**src/rtl/frec_conmu_param.sv**
```systemverilog
// frec_conmu_param: button-driven switching-frequency generator.
// Two front-panel buttons step a level register (saturating or wrapping).
// The level selects the half period of a divided square wave. Divisor updates
// take effect only at a half-period boundary, so the output never glitches.
// The block also produces a free-running 1 kHz reference square wave.
//
// Optional feature: define FREC_AUTO_REPEAT_EN to add hold-to-repeat stepping.
// While a button is held, one extra step is produced every REPEAT_CYCLES cycles.
//
// Ports:
//   clk           system clock, rising edge
//   reset         asynchronous active-high reset
//   aumentar      increase-level button (asynchronous)
//   disminuir     decrease-level button (asynchronous)
//   chip_select   button enable (synchronous)
//   clk_out       divided square wave, half period HALF_BASE*(N_LEVELS-nivel)
//   clk_1k        1 kHz square wave
//   nivel         current level
//   nivel_cambio  one-cycle pulse in the first cycle nivel shows a new value
module frec_conmu_param #(
  parameter int unsigned CLK_HZ        = 100_000_000,
  parameter int unsigned N_LEVELS      = 16,
  parameter int unsigned HALF_BASE     = 1000,
  parameter int unsigned RESET_LEVEL   = 0,
  parameter int unsigned WRAP          = 0,
  parameter int unsigned REPEAT_CYCLES = 25_000_000,
  localparam int unsigned LW = (N_LEVELS > 2) ? $clog2(N_LEVELS) : 1
) (
  input  logic          clk,
  input  logic          reset,
  input  logic          aumentar,
  input  logic          disminuir,
  input  logic          chip_select,
  output logic          clk_out,
  output logic          clk_1k,
  output logic [LW-1:0] nivel,
  output logic          nivel_cambio
);

  localparam int unsigned HMAX = HALF_BASE * N_LEVELS;
  localparam int unsigned CW   = (HMAX > 2) ? $clog2(HMAX) : 1;
  localparam int unsigned HW   = $clog2(HMAX + 1);
  localparam int unsigned K1   = CLK_HZ / 2000;
  localparam int unsigned KW   = (K1 > 2) ? $clog2(K1) : 1;

  // Reject parameter sets the datapath cannot represent.
  if (N_LEVELS < 2 || RESET_LEVEL >= N_LEVELS || HALF_BASE == 0 ||
      CLK_HZ < 2000 || REPEAT_CYCLES == 0) begin : g_bad_params
    $error("frec_conmu_param: invalid parameter set");
  end

  // Half period for a level, evaluated at full 32-bit width before narrowing.
  function automatic logic [HW-1:0] half_of(input logic [LW-1:0] l);
    return HW'(HALF_BASE * (N_LEVELS - 32'(l)));
  endfunction

  // Button synchronisers and history; bit 0 = aumentar, bit 1 = disminuir.
  logic [1:0] s1, s2, p;

  always_ff @(posedge clk or posedge reset) begin
    if (reset) begin
      s1 <= '0;
      s2 <= '0;
      p  <= '0;
    end else begin
      s1 <= {disminuir, aumentar};
      s2 <= s1;
      p  <= s2;
    end
  end

  // Press edges; a press is ignored while the other button is held.
  logic [1:0] pulse;
  logic       up_step, dn_step;
  logic       inc, dec;

  assign pulse   = s2 & ~p;
  assign up_step = pulse[0] & chip_select & ~s2[1];
  assign dn_step = pulse[1] & chip_select & ~s2[0];

`ifdef FREC_AUTO_REPEAT_EN
  localparam int unsigned RW = (REPEAT_CYCLES > 2) ? $clog2(REPEAT_CYCLES) : 1;

  logic [RW-1:0] rep_cnt;
  logic          hold_up, hold_dn, rep_fire;

  assign hold_up  = chip_select & s2[0] & ~s2[1];
  assign hold_dn  = chip_select & s2[1] & ~s2[0];
  assign rep_fire = (hold_up | hold_dn) & ~(up_step | dn_step) &
                    (rep_cnt == RW'(REPEAT_CYCLES - 1));

  // Hold-time counter; restarts on every edge step and on any loss of hold.
  always_ff @(posedge clk or posedge reset) begin
    if (reset) begin
      rep_cnt <= '0;
    end else if (up_step || dn_step || !(hold_up || hold_dn) || rep_fire) begin
      rep_cnt <= '0;
    end else begin
      rep_cnt <= rep_cnt + RW'(1);
    end
  end

  assign inc = up_step | (rep_fire & hold_up);
  assign dec = dn_step | (rep_fire & hold_dn);
`else
  assign inc = up_step;
  assign dec = dn_step;
`endif

  // Next level with saturate/wrap at both ends.
  logic [LW-1:0] nivel_nx;

  always_comb begin
    nivel_nx = nivel;
    if (inc) begin
      if (nivel == LW'(N_LEVELS - 1)) begin
        nivel_nx = (WRAP != 0) ? '0 : nivel;
      end else begin
        nivel_nx = nivel + LW'(1);
      end
    end else if (dec) begin
      if (nivel == '0) begin
        nivel_nx = (WRAP != 0) ? LW'(N_LEVELS - 1) : nivel;
      end else begin
        nivel_nx = nivel - LW'(1);
      end
    end
  end

  always_ff @(posedge clk or posedge reset) begin
    if (reset) begin
      nivel        <= LW'(RESET_LEVEL);
      nivel_cambio <= 1'b0;
    end else begin
      nivel        <= nivel_nx;
      nivel_cambio <= (nivel_nx != nivel);
    end
  end

  // Divider: the active half period is reloaded only when the output toggles.
  logic [CW-1:0] cnt;
  logic [HW-1:0] h_act;
  logic          div_wrap;

  assign div_wrap = (HW'(cnt) == (h_act - HW'(1)));

  always_ff @(posedge clk or posedge reset) begin
    if (reset) begin
      cnt     <= '0;
      h_act   <= half_of(LW'(RESET_LEVEL));
      clk_out <= 1'b0;
    end else if (div_wrap) begin
      cnt     <= '0;
      h_act   <= half_of(nivel);
      clk_out <= ~clk_out;
    end else begin
      cnt     <= cnt + CW'(1);
    end
  end

  // 1 kHz reference, independent of the buttons.
  logic [KW-1:0] k_cnt;

  always_ff @(posedge clk or posedge reset) begin
    if (reset) begin
      k_cnt  <= '0;
      clk_1k <= 1'b0;
    end else if (k_cnt == KW'(K1 - 1)) begin
      k_cnt  <= '0;
      clk_1k <= ~clk_1k;
    end else begin
      k_cnt  <= k_cnt + KW'(1);
    end
  end

endmodule
```
**config.mk**
```make
export PLATFORM = sky130hd
export DESIGN_NAME = frec_conmu_param
export DESIGN_NICKNAME = d
export VERILOG_FILES = /design/src/rtl/frec_conmu_param.sv
export SDC_FILE = /design/constraint.sdc
export NUM_CORES = 1
export LEC_CHECK = 0
export ABC_CLOCK_PERIOD_IN_PS = 13130
export CORE_ASPECT_RATIO = 0.6
export CORE_UTILIZATION = 45
export DETAILED_ROUTE_END_ITERATION = 12
export PLACE_DENSITY = 0.65
export SLEW_MARGIN = 10
export SYNTH_ARGS = -nofsm -noshare
export SYNTH_HDL_FRONTEND = slang
export SYNTH_SLANG_ARGS = --single-unit
```
**constraint.sdc**
```tcl
create_clock -name clk -period 13.13 [get_ports clk]
set_input_delay 2.626 -clock clk [delete_from_list [all_inputs] [get_ports clk]]
set_output_delay 2.626 -clock clk [all_outputs]
set_load 0.005 [all_outputs]
```
== Yosys cells after proc, flatten, opt, wreduce, memory -nomap -nowiden ==
Index checks and enable logic that the tools add are counted.
Operators by class
  add/subtract/negate cells: 6
  multipliers: 1
  equal/unequal tests: 4
  muxes and demuxes: 6
  bitwise operators: 10
  reduce and logical (&&, ||, !) cells: 1
Operators by type and width (number)
  7-bit by 32-bit multiplier with 11-bit output, first input constant: 1
  16-bit by 1-bit adder with 16-bit output, second input constant: 1
  16-bit == test, second input constant: 1
  16-bit two-way mux: 1
  4-bit two-way mux: 4
  14-bit by 1-bit adder with 14-bit output, second input constant: 1
  14-bit == test: 1
  14-bit two-way mux: 1
  14-bit by 1-bit subtractor with 14-bit output, second input constant: 1
  5-bit by 4-bit subtractor with 6-bit output, first input constant: 1
  4-bit by 1-bit adder with 4-bit output, second input constant: 1
  1-bit AND: 4
  4-bit == test, second input constant: 1
  4-bit zero test: 1
  4-bit inequality test: 1
  1-bit inverter: 4
  4-bit by 1-bit subtractor with 4-bit output, second input constant: 1
  2-bit AND: 1
  2-bit inverter: 1
Storage, ports and cells
  bits in registers: 54
  input port bits: 5
  output and inout port bits: 7
  word-level logic and storage cells: 38

== Logic depth before layout (Yosys ltp) ==
Gate-level depths: netlist of the first run.
  depth after elaboration: 7
  mapped depth: 17
  mapped depth without buffers: 17

== Worst setup path after synthesis of the first run ==
Ideal clock, no wire load.
  kind: register -> register
  from: register nivel[0]
  to: register h_act[13]
  arrival: 4.488 ns
  data required time: 13.048 ns
  path slack: 8.560 ns
  cell stages (with the launch flop): 18
  cells stage by stage: dfrtp_1 > inv_1 > ha_1 > or3b_2 > inv_1 > ha_1 > inv_1 > fa_1 > inv_1 > fa_1 > ha_1 > ha_1 > and3_1 > a221o_1 > nor3_1 > o21bai_1 > xnor2_1 > mux2_4
On the way
  word-level cells in the longest chain between the ends: 2
RTL lines
  from (decl): RTL line 36  | output logic [LW-1:0] nivel,
  from (signal assigned): RTL line 132  | nivel <= LW'(RESET_LEVEL);
  from (signal assigned): RTL line 135  | nivel <= nivel_nx;
  5-bit by 4-bit subtractor with 6-bit output: RTL line 54  | return HW'(HALF_BASE * (N_LEVELS - 32'(l)));
  7-bit by 32-bit multiplier with 11-bit output: RTL line 54
  to (signal assigned): RTL line 150  | h_act <= half_of(LW'(RESET_LEVEL));
  to (signal assigned): RTL line 154  | h_act <= half_of(nivel);
  to (decl): RTL line 142  | logic [HW-1:0] h_act;
Every way passes these cells.
A chain may end at the register's enable or synchronous reset.

== Final worst setup path of the first run ==
Same ends and word-level chain as after synthesis.

==> summary.md, run 1 <==
| Metric | Value |
|---|---|
| First-pass GRT wire length | `11800 microns` |
| DRC violations left | `0` |
| Grt ovf | `0` |
| Setup slack at placement | `8.23 ns` |
| Arrival time worst endpoint | `5.14 ns` |
| Crit-path cells | `inv_1 > ha_1 > or3b_2 > inv_1 > ha_1 > inv_1 > fa_1 > inv_1 > fa_1 > ha_1 > ha_1 > and3_1 > a221o_1 > nor3_1 > o21bai_1 > xnor2_1 > mux2_4` |
| Commonest non-fill, non-tap cells in the layout | `dfrtp_1 (48), nor2_1 (39), ha_1 (31)` |
| Largest stage delay, worst path | `0.51 ns` |
| Grt met3 use | `4.54%` |
| Sequential area share after synthesis | `38.2%` |
| Die Span Y | `70.9 microns` |
| Max clock buf depth | `2` |
| Drt wl/cell | `14.5 microns` |
| Hold Fails Final Rpt | `0` |
| Crit path capture type | `register` |
| Initial antenna violation count | `0` |
| Hold WC Path Type | `reg -> reg` |
| Yosys reg bits | `54` |
| Crit share post-route | `37.5%` |
| DIE AREA | `8270 sq um` |
| Gr usage total | `18.6%` |
| Post-CTS resize count | `0` |
| Pins over their slew limit | `0` |
| Pre-antenna DRT Iters | `4` |
| TritonCTS clock tree | `built` |
| Fmax achieved | `203 MHz` |
| Setup WS post-layout | `8.20 ns` |
| # Max-Cap Violations | `0` |
| Clk slew on worst S/H paths | `0.07 ns` |
| Setup violators final | `0` |
| N_diodes | `0` |
| Total CTS buffers | `5` |
| Share of cells above drive strength 1 | `8.73%` |
| Total negative setup slack | `0 ns` |
| Total Wirelength | `6650 microns` |
| Critical path launch point type | `register` |
| Row count | `24` |
| Post CTS Setup Buffer Count | `0` |
| Antenna-violating nets left | `0` |
| Clock Sinks | `54` |
| Worst slew margin | `55.2%` |
| Post-Syn Area per Cell | `10.3 sq um` |
| I/O pins | `12` |
| Via count | `2367` |
| Worst reg-to-reg setup slack | `8.20 ns` |
| Nets | `399` |
| Multi-input logic area | `2050 sq um` |
| Kind of critical path | `reg -> reg` |
| Worst-skew pair later-pin latency | `0.29 ns` |
| Most common cell after layout, fill and taps aside | `dfrtp_1` |
| EDFF count, synth | `0` |
| Post-Synthesis Cells | `344` |
| Number of global-route vias before repair | `2356` |
| Register Area | `1360 sq um` |
| Ys Warns | `0` |
| Largest net degree at the start of global routing | `55` |
| Met2 Use GR | `24.3%` |
| Status | `completed` |
| CP required | `13.35 ns` |
| GRT met1 Usage | `30.9%` |
| Most used routing layer | `met1` |
| Tmin final | `4.93 ns` |
| Synth Flop Type | `dfrtp_1` |
| Slowest CP cell | `or3b_2` |
| Area growth syn-to-layout | `10.3%` |
| IO buf count | `11` |
| H-tree Lvls | `2` |
| Worst Tran Pin Value | `0.672 ns` |
| Initial DRC Count | `137` |
| Setup repair after global routing missed its margin | `no` |
| Ys async rst share | `100%` |
| Distinct cell type count after synthesis | `53` |
| Filler Cell Count | `678` |
| Final Wtd Congestion | `0.827` |
| Die width | `117 microns` |
| Clock Root Buffer | `clkbuf_16` |
| Mapped cell area | `3560 sq um` |
| Vias per std cell | `5.16` |
| Initial core utilization | `47.7%` |
| CTS hold repair buffers | `0` |
| Final Skew | `0.00791 ns` |
| Core ar. | `7450 sq um` |
| Crit path max fanout | `9` |
| Mapped Nets | `389` |
| HPWL Detailed | `5040 microns` |
state kept, by name (all words and copies together), names as in the netlist:
signal        cells
nivel             4
clk_1k            1
p                 2
clk_out           1
nivel_cambio      1
s2                2
k_cnt            16
h_act            11
s1                2
cnt              14
synth_stat cells (3+ instances only):
library cell,n,area [sq um]
xnor2_1,29,254
ha_1,31,388
o21ai_0,3,15.0
xor2_1,29,254
dfstp_2,6,158
nor3_1,5,25.0
nor4b_1,3,26.3
nand2_1,13,48.8
fa_1,9,180
mux2_4,6,90.1
buf_6,3,33.8
dfrtp_1,48,1200
a21oi_1,7,35.0
nand3_1,22,110
nor2_1,39,146
and3_1,10,62.6
inv_1,24,90.1
nor4_1,4,25.0
clkbuf_1,5,18.8
cells by family after synthesis:
family | share of synthesized area, %
adders and majority gates | 16.0
xor gates and xnor gates | 14.3
muxes | 4.05
AOI/OAI and AO/OA | 5.52
DFF | 38.2
buffers and inverters | 4.15
and+or+nand+nor | 17.8
layer usage:
metal  vias to the layer above  share of wire (%)
met1                      1140                 58
met2                        34                 38
met5                         -                  0
met4                         0               0.54
li1                       1189                  -
met3                         4                3.5
path summary, 6_finish.rpt:
path                       depth (start not counted)  startpoint         to
max                                               17    nivel[0]  h_act[13]
min                                                0       s1[1]      s2[1]
max reg2reg                                       17    nivel[0]  h_act[13]
min reg2reg                                        0       s1[1]      s2[1]
max in group asynchronous                          3       reset    cnt[13]
min in group asynchronous                          3       reset    clk_out
worst max-delay path, delay by kind of cell (launching register included):
kind	cells	cell delay [ns]
AOI/OAI and AO/OA	2	0.45
buffers and inverters	4	0.57
muxes	1	0.25
adders and majority gates	6	2.12
xor gates and xnor gates	1	0.13
and+or+nand+nor	3	0.82
DFF	1	0.50
metrics by stage:
| stage | hold slack, ns | instance area, sq um | util (%) | cells |
|---|---|---|---|---|
| floorplan | 0.331 | 3560 | - | 344 |
| global placement | 0.332 | 3750 | 50.3 | 451 |
| detailed placement | 0.336 | 3750 | 50.3 | 451 |
| CTS | 0.353 | 3920 | 52.7 | 459 |
| global route | 0.358 | 3920 | 52.7 | 459 |
| finish | 0.352 | 3920 | 52.7 | 459 |
cell type report:
class	count	share of cell area, %
inverters	24	2.30
flip-flops and latches	54	34.6
well taps	104	3.32
repair buffers	12	3.00
clock buffers	6	3.54
clock inverters	2	0.989
multi-input cells	257	52.2
Power of run 1 is left out: the tool's default activity adds up to more than one toggle a clock period on the data nets, which glitch-free logic cannot reach.
==> inputs of run 2 (changes only) <==
--- a/config.mk
+++ b/config.mk
@@ -5,11 +5,11 @@
 export SDC_FILE = /design/constraint.sdc
 export NUM_CORES = 1
 export LEC_CHECK = 0
-export ABC_CLOCK_PERIOD_IN_PS = 13130
+export ABC_CLOCK_PERIOD_IN_PS = 4050
 export CORE_ASPECT_RATIO = 0.6
 export CORE_UTILIZATION = 45
 export DETAILED_ROUTE_END_ITERATION = 12
-export PLACE_DENSITY = 0.65
+export PLACE_DENSITY = 0.67
 export SLEW_MARGIN = 10
 export SYNTH_ARGS = -nofsm -noshare
 export SYNTH_HDL_FRONTEND = slang
==> constraint.sdc (replaced) <==
create_clock -name clk -period 4.05 [get_ports clk]
set_input_delay 0.81 -clock clk [delete_from_list [all_inputs] [get_ports clk]]
set_output_delay 0.81 -clock clk [all_outputs]
set_load 0.005 [all_outputs]
==> summary.md, run 2 (same netlist as run 1, synthesis figures left out) <==
| Metric | Value |
|---|---|
| Status | `complete, but fails checks` |
| Failing checks | `negative setup slack` |
| Worst Tran Pin Value | `0.611 ns` |
| Pre-antenna DRT Iters | `4` |
| Initial core utilization | `47.7%` |
| Post-route insts no fill | `484` |
| TritonCTS clock tree | `built` |
| Via count | `2478` |
| Clk slew on worst S/H paths | `0.07 ns` |
| Worst reg-to-reg setup slack | `-0.03 ns` |
| Share of cells above drive strength 1 | `20.0%` |
| Critical path launch point type | `register` |
| DP Cell Count | `474` |
| First-pass GRT wire length | `12100 microns` |
| Total Wirelength | `6930 microns` |
| Grt ovf | `0` |
| Clock Root Buffer | `clkbuf_16` |
| Setup WS post-layout | `-0.0328 ns` |
| Clock Sinks | `54` |
| Setup slack at placement | `-0.113 ns` |
| Top reg by flops | `k_cnt` |
| Die Span Y | `70.9 microns` |
| DIE AREA | `8270 sq um` |
| Final Skew | `0.00534 ns` |
| Area growth syn-to-layout | `18.3%` |
| Initial antenna violation count | `0` |
| Crit path max fanout | `4` |
| Vias per std cell | `5.12` |
| HPWL Detailed | `5420 microns` |
| Hold WC Path Type | `reg -> reg` |
| Worst-skew pair later-pin latency | `0.29 ns` |
| Worst hold slack | `0.352 ns` |
| Max reg flops | `16` |
| Placed cell area | `4010 sq um` |
| Arrival time worst endpoint | `4.31 ns` |
| Total CTS buffers | `5` |
| Drt wl/cell | `14.3 microns` |
| Max clock buf depth | `2` |
| Setup repair after global routing missed its margin | `yes` |
| Hold Fails Final Rpt | `0` |
| Pins over their slew limit | `0` |
| Commonest non-fill, non-tap cells in the layout | `dfrtp_1 (46), nor2_1 (39), xnor2_1 (29)` |
| Kind of critical path | `reg -> reg` |
| Number of global-route vias before repair | `2439` |
| Design Area, Final | `4210 sq um` |
| H-tree Lvls | `2` |
| IO buf count | `11` |
| Nets | `424` |
| Final Wtd Congestion | `0.864` |
| Initial DRC Count | `127` |
| Row count | `24` |
| # Max-Cap Violations | `0` |
| Largest net degree at the start of global routing | `31` |
| Die width | `117 microns` |
| CP required | `4.28 ns` |
| Worst slew margin | `59.2%` |
| Crit share post-route | `101%` |
| Fmax achieved | `245 MHz` |
| N_diodes | `0` |
| Gr usage total | `19.2%` |
| Biggest regs | `k_cnt (16), cnt (14), h_act (11)` |
| Core ar. | `7450 sq um` |
| I/O pins | `12` |
| Setup violators final | `1` |
| Tmin final | `4.08 ns` |
| DRC violations left | `0` |
| Antenna-violating nets left | `0` |
| Crit path capture type | `register` |
| Most common cell after layout, fill and taps aside | `dfrtp_1` |
run 2: cell count changes in the layout (fill, tap and decap cells not counted), sizes merged:
cell and delta:
clkinvlp +1, buf +25, bufinv -1
run 2: final timing paths:
kind | start | end | cells past startpoint
setup / recovery | nivel[0] | h_act[13] | 16
hold / removal | s1[1] | s2[1] | 0
setup reg to reg | nivel[0] | h_act[13] | 16
hold reg to reg | s1[1] | s2[1] | 0
max in group asynchronous | reset | cnt[9] | 3
min in group asynchronous | reset | s1[0] | 2
run 2: per-stage QoR:
step / utilization, % / TNS (ns)
global placement: 53.8 / -0.0172
floorplan: - / -0.0669
global route: 56.5 / -0.430
finish: 56.5 / -0.0328
detailed placement: 53.8 / -0.113
CTS: 56.3 / -0.0842
run 2: worst max-delay path, stage by stage, from the launching register on:
cell and delay [ns]:
dfrtp_2 0.45, nor3_4 0.27, xor2_4 0.13, fa_1 0.52, inv_2 0.04, fa_1 0.51, inv_2 0.04, fa_1 0.49
inv_2 0.05, ha_4 0.26, ha_4 0.19, and3_4 0.16, a221o_1 0.33, nor3_2 0.11, o21bai_1 0.08, xnor2_1 0.12
mux2_4 0.25
run 2: repair_timing:
| item | CTS | global route |
|---|---|---|
| resized for setup | 2 | 4 |
| pin swaps | 4 | 4 |
| setup buffers | 2 | 0 |
| endpoints found under the setup margin | 1 | 3 |
| hold buffers | 0 | 0 |
run 2: cell type report:
cell class                      instances  area [sq um]
Tap cell                              104           130
Clock buffer                            6           139
Clock inverter                          2          16.3
Timing Repair Buffer                   37           305
Fill cell                             670          3240
Multi-Input combinational cell        257          2160
Inverter                               24          95.1
Sequential cell                        54          1360
run 2: routing by layer:
layer | up-vias | track usage (%) | share of wire [%]
met2 | 27 | 24.9 | 39
met4 | 0 | 5.06 | 0.87
met1 | 1197 | 31.1 | 57
li1 | 1247 | - | -
met3 | 7 | 4.71 | 3.5
met5 | - | 0 | 0
Power of run 2 is left out for the same reason.
